===== config.mk =====
export PLATFORM = sky130hd
export DESIGN_NAME = pipe_hazard_ctrl_flat
export DESIGN_NICKNAME = d
export VERILOG_FILES = /design/src/rtl/cpu_pkg.sv /design/src/rtl/pipe_hazard_ctrl_if.sv /design/src/rtl/fwd_unit.sv /design/src/rtl/pipe_hazard_ctrl.sv /design/src/flat_wrapper.sv
export SDC_FILE = /design/constraint.sdc
export NUM_CORES = 1
export LEC_CHECK = 0
export BUFFER_PORTS_ARGS = -buffer_cell sky130_fd_sc_hd__buf_4
export CAP_MARGIN = 20
export CORE_MARGIN = 5
export CORE_UTILIZATION = 35
export DETAILED_ROUTE_END_ITERATION = 12
export PLACE_DENSITY = 0.6
export SLEW_MARGIN = 20
export SYNTH_ARGS = -nofsm -noshare
export SYNTH_HDL_FRONTEND = slang
export SYNTH_SLANG_ARGS = --single-unit

===== constraint.sdc =====
create_clock -name clk -period 1.9 [get_ports clk]
set_input_delay 0.38 -clock clk [delete_from_list [all_inputs] [get_ports clk]]
set_output_delay 0.38 -clock clk [all_outputs]
set_load 0.03 [all_outputs]

===== src/rtl/cpu_pkg.sv =====
// Shared CPU definitions: forwarding selects, hazard-controller states and
// the hard-wired zero register number.
package cpu_pkg;

    typedef enum logic [1:0] {
        FWD_RF  = 2'b00,
        FWD_EX  = 2'b01,
        FWD_MEM = 2'b10
    } fwd_sel_t;

    typedef enum logic [1:0] {
        RUN     = 2'b00,
        MEMWAIT = 2'b01,
        ERR     = 2'b10
    } state_t;

    localparam logic [4:0] REG_ZERO = 5'd0;

endpackage


===== src/rtl/pipe_hazard_ctrl_if.sv =====
// Bundle between the pipeline datapath and the hazard controller.
// master = controller side, slave = datapath side.
interface pipe_hazard_ctrl_if;
    import cpu_pkg::*;

    logic [4:0]  id_rs;
    logic [4:0]  id_rt;
    logic        id_use_rs;
    logic        id_use_rt;
    logic        id_branch_taken;
    logic        ex_wreg;
    logic        ex_m2reg;
    logic [4:0]  ex_wn;
    logic        mem_wreg;
    logic        mem_m2reg;
    logic        mem_wmem;
    logic [4:0]  mem_wn;
    logic        dmem_ack;

    logic        pc_we;
    logic        ifid_we;
    logic        idex_we;
    logic        exmem_we;
    logic        ifid_flush;
    logic        idex_bubble;
    logic        memwb_bubble;
    fwd_sel_t    fwda;
    fwd_sel_t    fwdb;
    logic        bus_err;
    logic [31:0] stall_cycles;

    modport master (
        input  id_rs, id_rt, id_use_rs, id_use_rt, id_branch_taken,
               ex_wreg, ex_m2reg, ex_wn,
               mem_wreg, mem_m2reg, mem_wmem, mem_wn, dmem_ack,
        output pc_we, ifid_we, idex_we, exmem_we,
               ifid_flush, idex_bubble, memwb_bubble,
               fwda, fwdb, bus_err, stall_cycles
    );

    modport slave (
        output id_rs, id_rt, id_use_rs, id_use_rt, id_branch_taken,
               ex_wreg, ex_m2reg, ex_wn,
               mem_wreg, mem_m2reg, mem_wmem, mem_wn, dmem_ack,
        input  pc_we, ifid_we, idex_we, exmem_we,
               ifid_flush, idex_bubble, memwb_bubble,
               fwda, fwdb, bus_err, stall_cycles
    );

endinterface


===== src/rtl/fwd_unit.sv =====
// Operand forwarding select for one ID source register; EX beats MEM, and a
// load in EX cannot forward because its data is not ready yet.
module fwd_unit
    import cpu_pkg::*;
(
    input  logic [4:0] src,
    input  logic       ex_wreg,
    input  logic       ex_m2reg,
    input  logic [4:0] ex_wn,
    input  logic       mem_wreg,
    input  logic [4:0] mem_wn,
    output fwd_sel_t   fwd
);

    always_comb begin
        if (ex_wreg && !ex_m2reg && ex_wn != REG_ZERO && ex_wn == src)
            fwd = FWD_EX;
        else if (mem_wreg && mem_wn != REG_ZERO && mem_wn == src)
            fwd = FWD_MEM;
        else
            fwd = FWD_RF;
    end

endmodule


===== src/rtl/pipe_hazard_ctrl.sv =====
// Pipeline hazard controller: forwarding, load-use bubbles, branch flushes,
// data-memory wait freeze with timeout to a sticky bus error.
module pipe_hazard_ctrl
    import cpu_pkg::*;
#(
    parameter int MEM_TIMEOUT = 15
) (
    input  logic               clk,
    input  logic               clrn,
    pipe_hazard_ctrl_if.master bus
);

    localparam logic [7:0] WCNT_LAST = 8'(MEM_TIMEOUT - 1);

    state_t      state;
    logic [7:0]  wcnt;
    logic        bus_err_q;
    logic [31:0] stall_q;

    fwd_sel_t    fwda_c;
    fwd_sel_t    fwdb_c;
    logic        lu;
    logic        mem_req;
    logic        freeze;

    logic        pc_we_c;
    logic        ifid_we_c;
    logic        idex_we_c;
    logic        exmem_we_c;
    logic        ifid_flush_c;
    logic        idex_bubble_c;
    logic        memwb_bubble_c;

    fwd_unit u_fwd_a (
        .src      (bus.id_rs),
        .ex_wreg  (bus.ex_wreg),
        .ex_m2reg (bus.ex_m2reg),
        .ex_wn    (bus.ex_wn),
        .mem_wreg (bus.mem_wreg),
        .mem_wn   (bus.mem_wn),
        .fwd      (fwda_c)
    );

    fwd_unit u_fwd_b (
        .src      (bus.id_rt),
        .ex_wreg  (bus.ex_wreg),
        .ex_m2reg (bus.ex_m2reg),
        .ex_wn    (bus.ex_wn),
        .mem_wreg (bus.mem_wreg),
        .mem_wn   (bus.mem_wn),
        .fwd      (fwdb_c)
    );

    assign lu = bus.ex_wreg && bus.ex_m2reg && bus.ex_wn != REG_ZERO &&
                ((bus.id_use_rs && bus.ex_wn == bus.id_rs) ||
                 (bus.id_use_rt && bus.ex_wn == bus.id_rt));

    assign mem_req = bus.mem_m2reg || bus.mem_wmem;
    assign freeze  = mem_req && !bus.dmem_ack && (state != ERR);

    // NOTE: every output gets a default before the priority chain so no latch is inferred.
    always_comb begin
        pc_we_c        = 1'b1;
        ifid_we_c      = 1'b1;
        idex_we_c      = 1'b1;
        exmem_we_c     = 1'b1;
        ifid_flush_c   = 1'b0;
        idex_bubble_c  = 1'b0;
        memwb_bubble_c = 1'b0;
        if (state == ERR) begin
            pc_we_c        = 1'b0;
            ifid_we_c      = 1'b0;
            idex_we_c      = 1'b0;
            exmem_we_c     = 1'b0;
            idex_bubble_c  = 1'b1;
            memwb_bubble_c = 1'b1;
        end else if (freeze) begin
            pc_we_c        = 1'b0;
            ifid_we_c      = 1'b0;
            idex_we_c      = 1'b0;
            exmem_we_c     = 1'b0;
            memwb_bubble_c = 1'b1;
        end else if (lu) begin
            // Branch is dropped here; it re-resolves once the load data is forwardable.
            pc_we_c       = 1'b0;
            ifid_we_c     = 1'b0;
            idex_bubble_c = 1'b1;
        end else if (bus.id_branch_taken) begin
            ifid_flush_c = 1'b1;
        end
    end

    // NOTE: sequential state uses non-blocking assignments so all registers update together.
    always_ff @(posedge clk or negedge clrn) begin
        if (!clrn) begin
            state     <= RUN;
            wcnt      <= 8'd0;
            bus_err_q <= 1'b0;
            stall_q   <= 32'd0;
        end else begin
            if (!pc_we_c && stall_q != 32'hFFFF_FFFF)
                stall_q <= stall_q + 32'd1;
            case (state)
                RUN, MEMWAIT: begin
                    if (freeze) begin
                        wcnt <= wcnt + 8'd1;
                        // Checked in RUN too so MEM_TIMEOUT=1 still errors after one cycle.
                        if (wcnt == WCNT_LAST) begin
                            state     <= ERR;
                            bus_err_q <= 1'b1;
                        end else begin
                            state <= MEMWAIT;
                        end
                    end else begin
                        wcnt  <= 8'd0;
                        state <= RUN;
                    end
                end
                ERR:     state <= ERR;
                default: state <= RUN;
            endcase
        end
    end

    assign bus.pc_we        = pc_we_c;
    assign bus.ifid_we      = ifid_we_c;
    assign bus.idex_we      = idex_we_c;
    assign bus.exmem_we     = exmem_we_c;
    assign bus.ifid_flush   = ifid_flush_c;
    assign bus.idex_bubble  = idex_bubble_c;
    assign bus.memwb_bubble = memwb_bubble_c;
    assign bus.fwda         = fwda_c;
    assign bus.fwdb         = fwdb_c;
    assign bus.bus_err      = bus_err_q;
    assign bus.stall_cycles = stall_q;

endmodule


===== src/flat_wrapper.sv =====
// flat-port wrapper written by rule: the top's interface ports become plain ports
module pipe_hazard_ctrl_flat import cpu_pkg::*;
#(
    parameter int MEM_TIMEOUT = 15
)
  (clk, clrn, bus_id_rs, bus_id_rt, bus_id_use_rs, bus_id_use_rt, bus_id_branch_taken, bus_ex_wreg, bus_ex_m2reg, bus_ex_wn, bus_mem_wreg, bus_mem_m2reg, bus_mem_wmem, bus_mem_wn, bus_dmem_ack, bus_pc_we, bus_ifid_we, bus_idex_we, bus_exmem_we, bus_ifid_flush, bus_idex_bubble, bus_memwb_bubble, bus_fwda, bus_fwdb, bus_bus_err, bus_stall_cycles);
  pipe_hazard_ctrl_if bus_i ();
  input  logic clk;
  input  logic clrn;
  input wire logic [$bits(bus_i.id_rs)-1:0] bus_id_rs;
  input wire logic [$bits(bus_i.id_rt)-1:0] bus_id_rt;
  input wire logic [$bits(bus_i.id_use_rs)-1:0] bus_id_use_rs;
  input wire logic [$bits(bus_i.id_use_rt)-1:0] bus_id_use_rt;
  input wire logic [$bits(bus_i.id_branch_taken)-1:0] bus_id_branch_taken;
  input wire logic [$bits(bus_i.ex_wreg)-1:0] bus_ex_wreg;
  input wire logic [$bits(bus_i.ex_m2reg)-1:0] bus_ex_m2reg;
  input wire logic [$bits(bus_i.ex_wn)-1:0] bus_ex_wn;
  input wire logic [$bits(bus_i.mem_wreg)-1:0] bus_mem_wreg;
  input wire logic [$bits(bus_i.mem_m2reg)-1:0] bus_mem_m2reg;
  input wire logic [$bits(bus_i.mem_wmem)-1:0] bus_mem_wmem;
  input wire logic [$bits(bus_i.mem_wn)-1:0] bus_mem_wn;
  input wire logic [$bits(bus_i.dmem_ack)-1:0] bus_dmem_ack;
  output wire logic [$bits(bus_i.pc_we)-1:0] bus_pc_we;
  output wire logic [$bits(bus_i.ifid_we)-1:0] bus_ifid_we;
  output wire logic [$bits(bus_i.idex_we)-1:0] bus_idex_we;
  output wire logic [$bits(bus_i.exmem_we)-1:0] bus_exmem_we;
  output wire logic [$bits(bus_i.ifid_flush)-1:0] bus_ifid_flush;
  output wire logic [$bits(bus_i.idex_bubble)-1:0] bus_idex_bubble;
  output wire logic [$bits(bus_i.memwb_bubble)-1:0] bus_memwb_bubble;
  output wire logic [$bits(bus_i.fwda)-1:0] bus_fwda;
  output wire logic [$bits(bus_i.fwdb)-1:0] bus_fwdb;
  output wire logic [$bits(bus_i.bus_err)-1:0] bus_bus_err;
  output wire logic [$bits(bus_i.stall_cycles)-1:0] bus_stall_cycles;
  assign bus_i.id_rs = bus_id_rs;
  assign bus_i.id_rt = bus_id_rt;
  assign bus_i.id_use_rs = bus_id_use_rs;
  assign bus_i.id_use_rt = bus_id_use_rt;
  assign bus_i.id_branch_taken = bus_id_branch_taken;
  assign bus_i.ex_wreg = bus_ex_wreg;
  assign bus_i.ex_m2reg = bus_ex_m2reg;
  assign bus_i.ex_wn = bus_ex_wn;
  assign bus_i.mem_wreg = bus_mem_wreg;
  assign bus_i.mem_m2reg = bus_mem_m2reg;
  assign bus_i.mem_wmem = bus_mem_wmem;
  assign bus_i.mem_wn = bus_mem_wn;
  assign bus_i.dmem_ack = bus_dmem_ack;
  assign bus_pc_we = bus_i.pc_we;
  assign bus_ifid_we = bus_i.ifid_we;
  assign bus_idex_we = bus_i.idex_we;
  assign bus_exmem_we = bus_i.exmem_we;
  assign bus_ifid_flush = bus_i.ifid_flush;
  assign bus_idex_bubble = bus_i.idex_bubble;
  assign bus_memwb_bubble = bus_i.memwb_bubble;
  assign bus_fwda = bus_i.fwda;
  assign bus_fwdb = bus_i.fwdb;
  assign bus_bus_err = bus_i.bus_err;
  assign bus_stall_cycles = bus_i.stall_cycles;
  pipe_hazard_ctrl #(.MEM_TIMEOUT(MEM_TIMEOUT)) u_core (.clk(clk), .clrn(clrn), .bus(bus_i));
endmodule

==> impl_results.md <==
- Sequential area share after synthesis: 0.4419
- Syn avg cell area: 9.624 sq um
- Reg2reg end: u_core.bus.stall_cycles[3]$_DFFE_PN0P_
- Asr flop ratio synth: 1.000
- Synth unique cells: 37
- CTS tree: built
- Max clock buf depth: 2
- Worst path slowest cell: or4_4
- Least-Margin Pin Slew: 0.5612 ns
- Net Switching: 885.6 uW
- Starting Density: 0.3584
- WHS: 0.07507 ns
- Initial antenna violation count: 0
- Placer congestion estimate: 0.8191
- Vias per cell: 4.781
- Area delta synth->final: 81.76%
- HPWL Detailed: 5278 microns
- CP Data Required Time: 1.52 ns
- DR vias: 2,405
- Reg2Reg Depth: 9
- Rel. slew slack: 0.6259
- Failing checks: negative setup slack
- CP max FO: 4
- # setup viols final: 34
- Cell Chain, Critical Path: buf_8, or4_4, o21ai_4, a211oi_4, nor2_4, and2_4, buf_6
- Flop2flop setup slack: -0.17 ns
- Clock Pin Slew Worst Setup and Hold Paths: 0.09 ns
- Final #Nets: 440
- Fill count: 528
- Final Cycle Share: 1.132
- Yosys top cell area share: 0.4419
- Kind of critical path: primary input to primary output
- Int Power: 1904 uW
- Die area: 8724 sq um
- Syn Std Cell Area: 2435 sq um
- Min cycle time layout: 2.150 ns
- I/O pins: 75
- HP Class: primary input to async pin
- Post-Synthesis Cells: 253
- Total of max-cap violations: 0
- Share of cells above drive strength 1: 0.5799
- Sw Ratio: 0.3175
- Die width: 93.41 microns
- Reg2Reg Launch Point: u_core.bus.stall_cycles[19]$_DFFE_PN0P_
- Post-Syn Nets: 287
- GRT Overall Usage: 0.1643
- Clock Latency Late Sink: 0.29 ns
- Area of the multi-input gates: 1742 sq um
- Crit. End Element: primary output
- Clock Tree Root: clkbuf_8
- PD cells: 630.3 nW/um^2
- Pre-CTS setup slack: -0.3919 ns
- Most common library cells after synthesis: dfrtp_1 (43), xor2_1 (43), nor2_1 (22), nand2_1 (20)
- DRT Pass-1 Iters: 4
- Slowest stage delay, CP: 0.54 ns
- #FFs+latches synth: 43
- Drt first-iter violations: 41
- Combinational share of power: 0.351
- Post-synth top flop: dfrtp_1
- Setup crit start kind: primary input
- Crit path DAT: 1.77 ns
- Register area: 1094 sq um
- Clk network pwr share: 0.264
- Core footprint: 6794 sq um
- Post-synth EDFFs: 0
- Count of pins over their slew limit: 0
- Synth area leader: dfrtp_1
- Final Hold Fails: 0
- Remaining global-route overflow: 0
- Number of remaining DRC errors: 0
- Antenna Nets Post-Route: 0
- Hold Buf Count CTS: 0
- Unrepaired setup endpoints after global routing: yes
- Core Rows: 30
- PortBufs: 74
- Vias in the first global route: 2,468
- DP Area: 3755 sq um
- Drt total wl: 7094 microns
- P_leak: 0.002076 uW
- Reg power frac: 0.385
- Run status: complete, but fails checks
- H-tree depth: 2
- Fmax: 0.4651 GHz
- VDD IR-drop max: 0.4437 mV
- Critical path launch point: bus_ex_wn[1]
- Final worst-path setup slack: -0.2503 ns
- Antenna diode count: 0
- CTS buffer count: 5
- Sink Count: 43
- First-pass GRT wire length: 11,580 microns
- Final Util: 0.6514
- Wire length per cell: 14.10 microns
- Worst Skew: 0.009566 ns
- YS warnings: 0
- Chip Height: 93.41 microns
- Synth top area cells: dfrtp_1 (44%), xor2_1 (15%), nand3_1 (3.5%)
- Pin count of the biggest net entering global routing: 44
- Final Cell Area: 4425 sq um
cells by family (layout without fill, tap and decap cells):
kind of cell | Yosys count | in the layout | synth area share
and+or+nand+nor | 115 | 115 | 0.2533
buffers and inverters | 17 | 171 | 0.03546
xor gates and xnor gates | 51 | 51 | 0.1835
DFF | 43 | 43 | 0.4419
adders and majority gates | 3 | 3 | 0.01542
muxes | 2 | 2 | 0.008736
AOI/OAI and AO/OA | 22 | 22 | 0.06166
final cells by class:
cell class                 count  share of cell area
inverter                      11            0.009330
clock buffer                   6             0.01866
clock inverter                 2            0.007916
sequential                    43              0.2471
timing repair buffer         152              0.2963
multi-input combinational    193              0.3936
tap                           96             0.02714
worst max-delay path: cells and delay by family:
family                 cells  cell delay [ns]
and+or+nand+nor            3             0.88
AOI/OAI and AO/OA          2             0.29
buffers and inverters      2             0.22
layer usage:
metal  GRT usage  wire length (microns)  part of all wire  up-vias
met2      0.2853                   3660              0.52       63
met4     0.04518                     85             0.012        0
met1      0.2071                   2972              0.42     1155
li1            -                      -                 -     1181
met5           0                      0                 0        -
met3     0.03218                    376             0.053        6
through the flow:
step | TNS [ns] | cells | power [uW]
global route | -7.083 | 503 | 2912
detailed placement | -11.17 | 480 | 1983
CTS | -3.976 | 498 | 2809
global placement | -9.560 | 480 | 1958
finish | -4.319 | 503 | 2790
floorplan | -5.678 | 253 | 1538
how the worst max path moves through the flow:
stage / cells past startpoint / end
after floorplan: 7 / u_core.bus.stall_cycles[1]$_DFFE_PN0P_
after global placement: 9 / u_core.bus.stall_cycles[11]$_DFFE_PN0P_
after detailed placement: 9 / u_core.bus.stall_cycles[27]$_DFFE_PN0P_
after CTS: 8 / bus_ifid_flush
after global routing: 7 / bus_ifid_flush
final: 7 / bus_ifid_flush
placed cells by master (no fill, tap or decap), drive strengths merged:
| master | count |
|---|---|
| and3 | 3 |
| or2 | 1 |
| or4 | 6 |
| clkinv | 1 |
| and2 | 1 |
| mux2 | 1 |
| xnor2 | 8 |
| a31oi | 2 |
| nor2 | 23 |
| o22ai | 1 |
| mux2i | 1 |
| buf | 152 |
| nor3 | 19 |
| o21ai | 14 |
| a211oi | 1 |
| nor4 | 13 |
| nand4 | 6 |
| inv | 11 |
| clkbuf | 6 |
| o31ai | 1 |
| a21oi | 1 |
| or3 | 2 |
| dfrtp | 43 |
| nand2b | 1 |
| xor2 | 43 |
| nand2 | 20 |
| o21bai | 2 |
| bufinv | 1 |
| ha | 3 |
| nand3 | 19 |
| nor2b | 1 |
what timing repair did:
action	in CTS	in global routing
pin swaps	17	30
endpoints found under the setup margin	38	39
resized for setup	49	35
buffers inserted	9	7
endpoints found under the hold margin	0	0
gates cloned	1	0
sequential cells by signal, summed over array words and instances (netlist names):
signal and cells:
u_core.bus.stall_cycles 32, u_core.wcnt 8, u_core.bus.bus_err 1, u_core.state 2
power groups by stage:
stage	clock, uW	sequential (uW)	combinational [uW]
5_1_grt	786	1080	1040
3_3_place_gp	0	1090	872
2_1_floorplan	0	1260	283
6_report	738	1070	979
4_1_cts	761	1070	975
3_5_place_dp	0	1090	893
(Power assumes the default switching activity.)
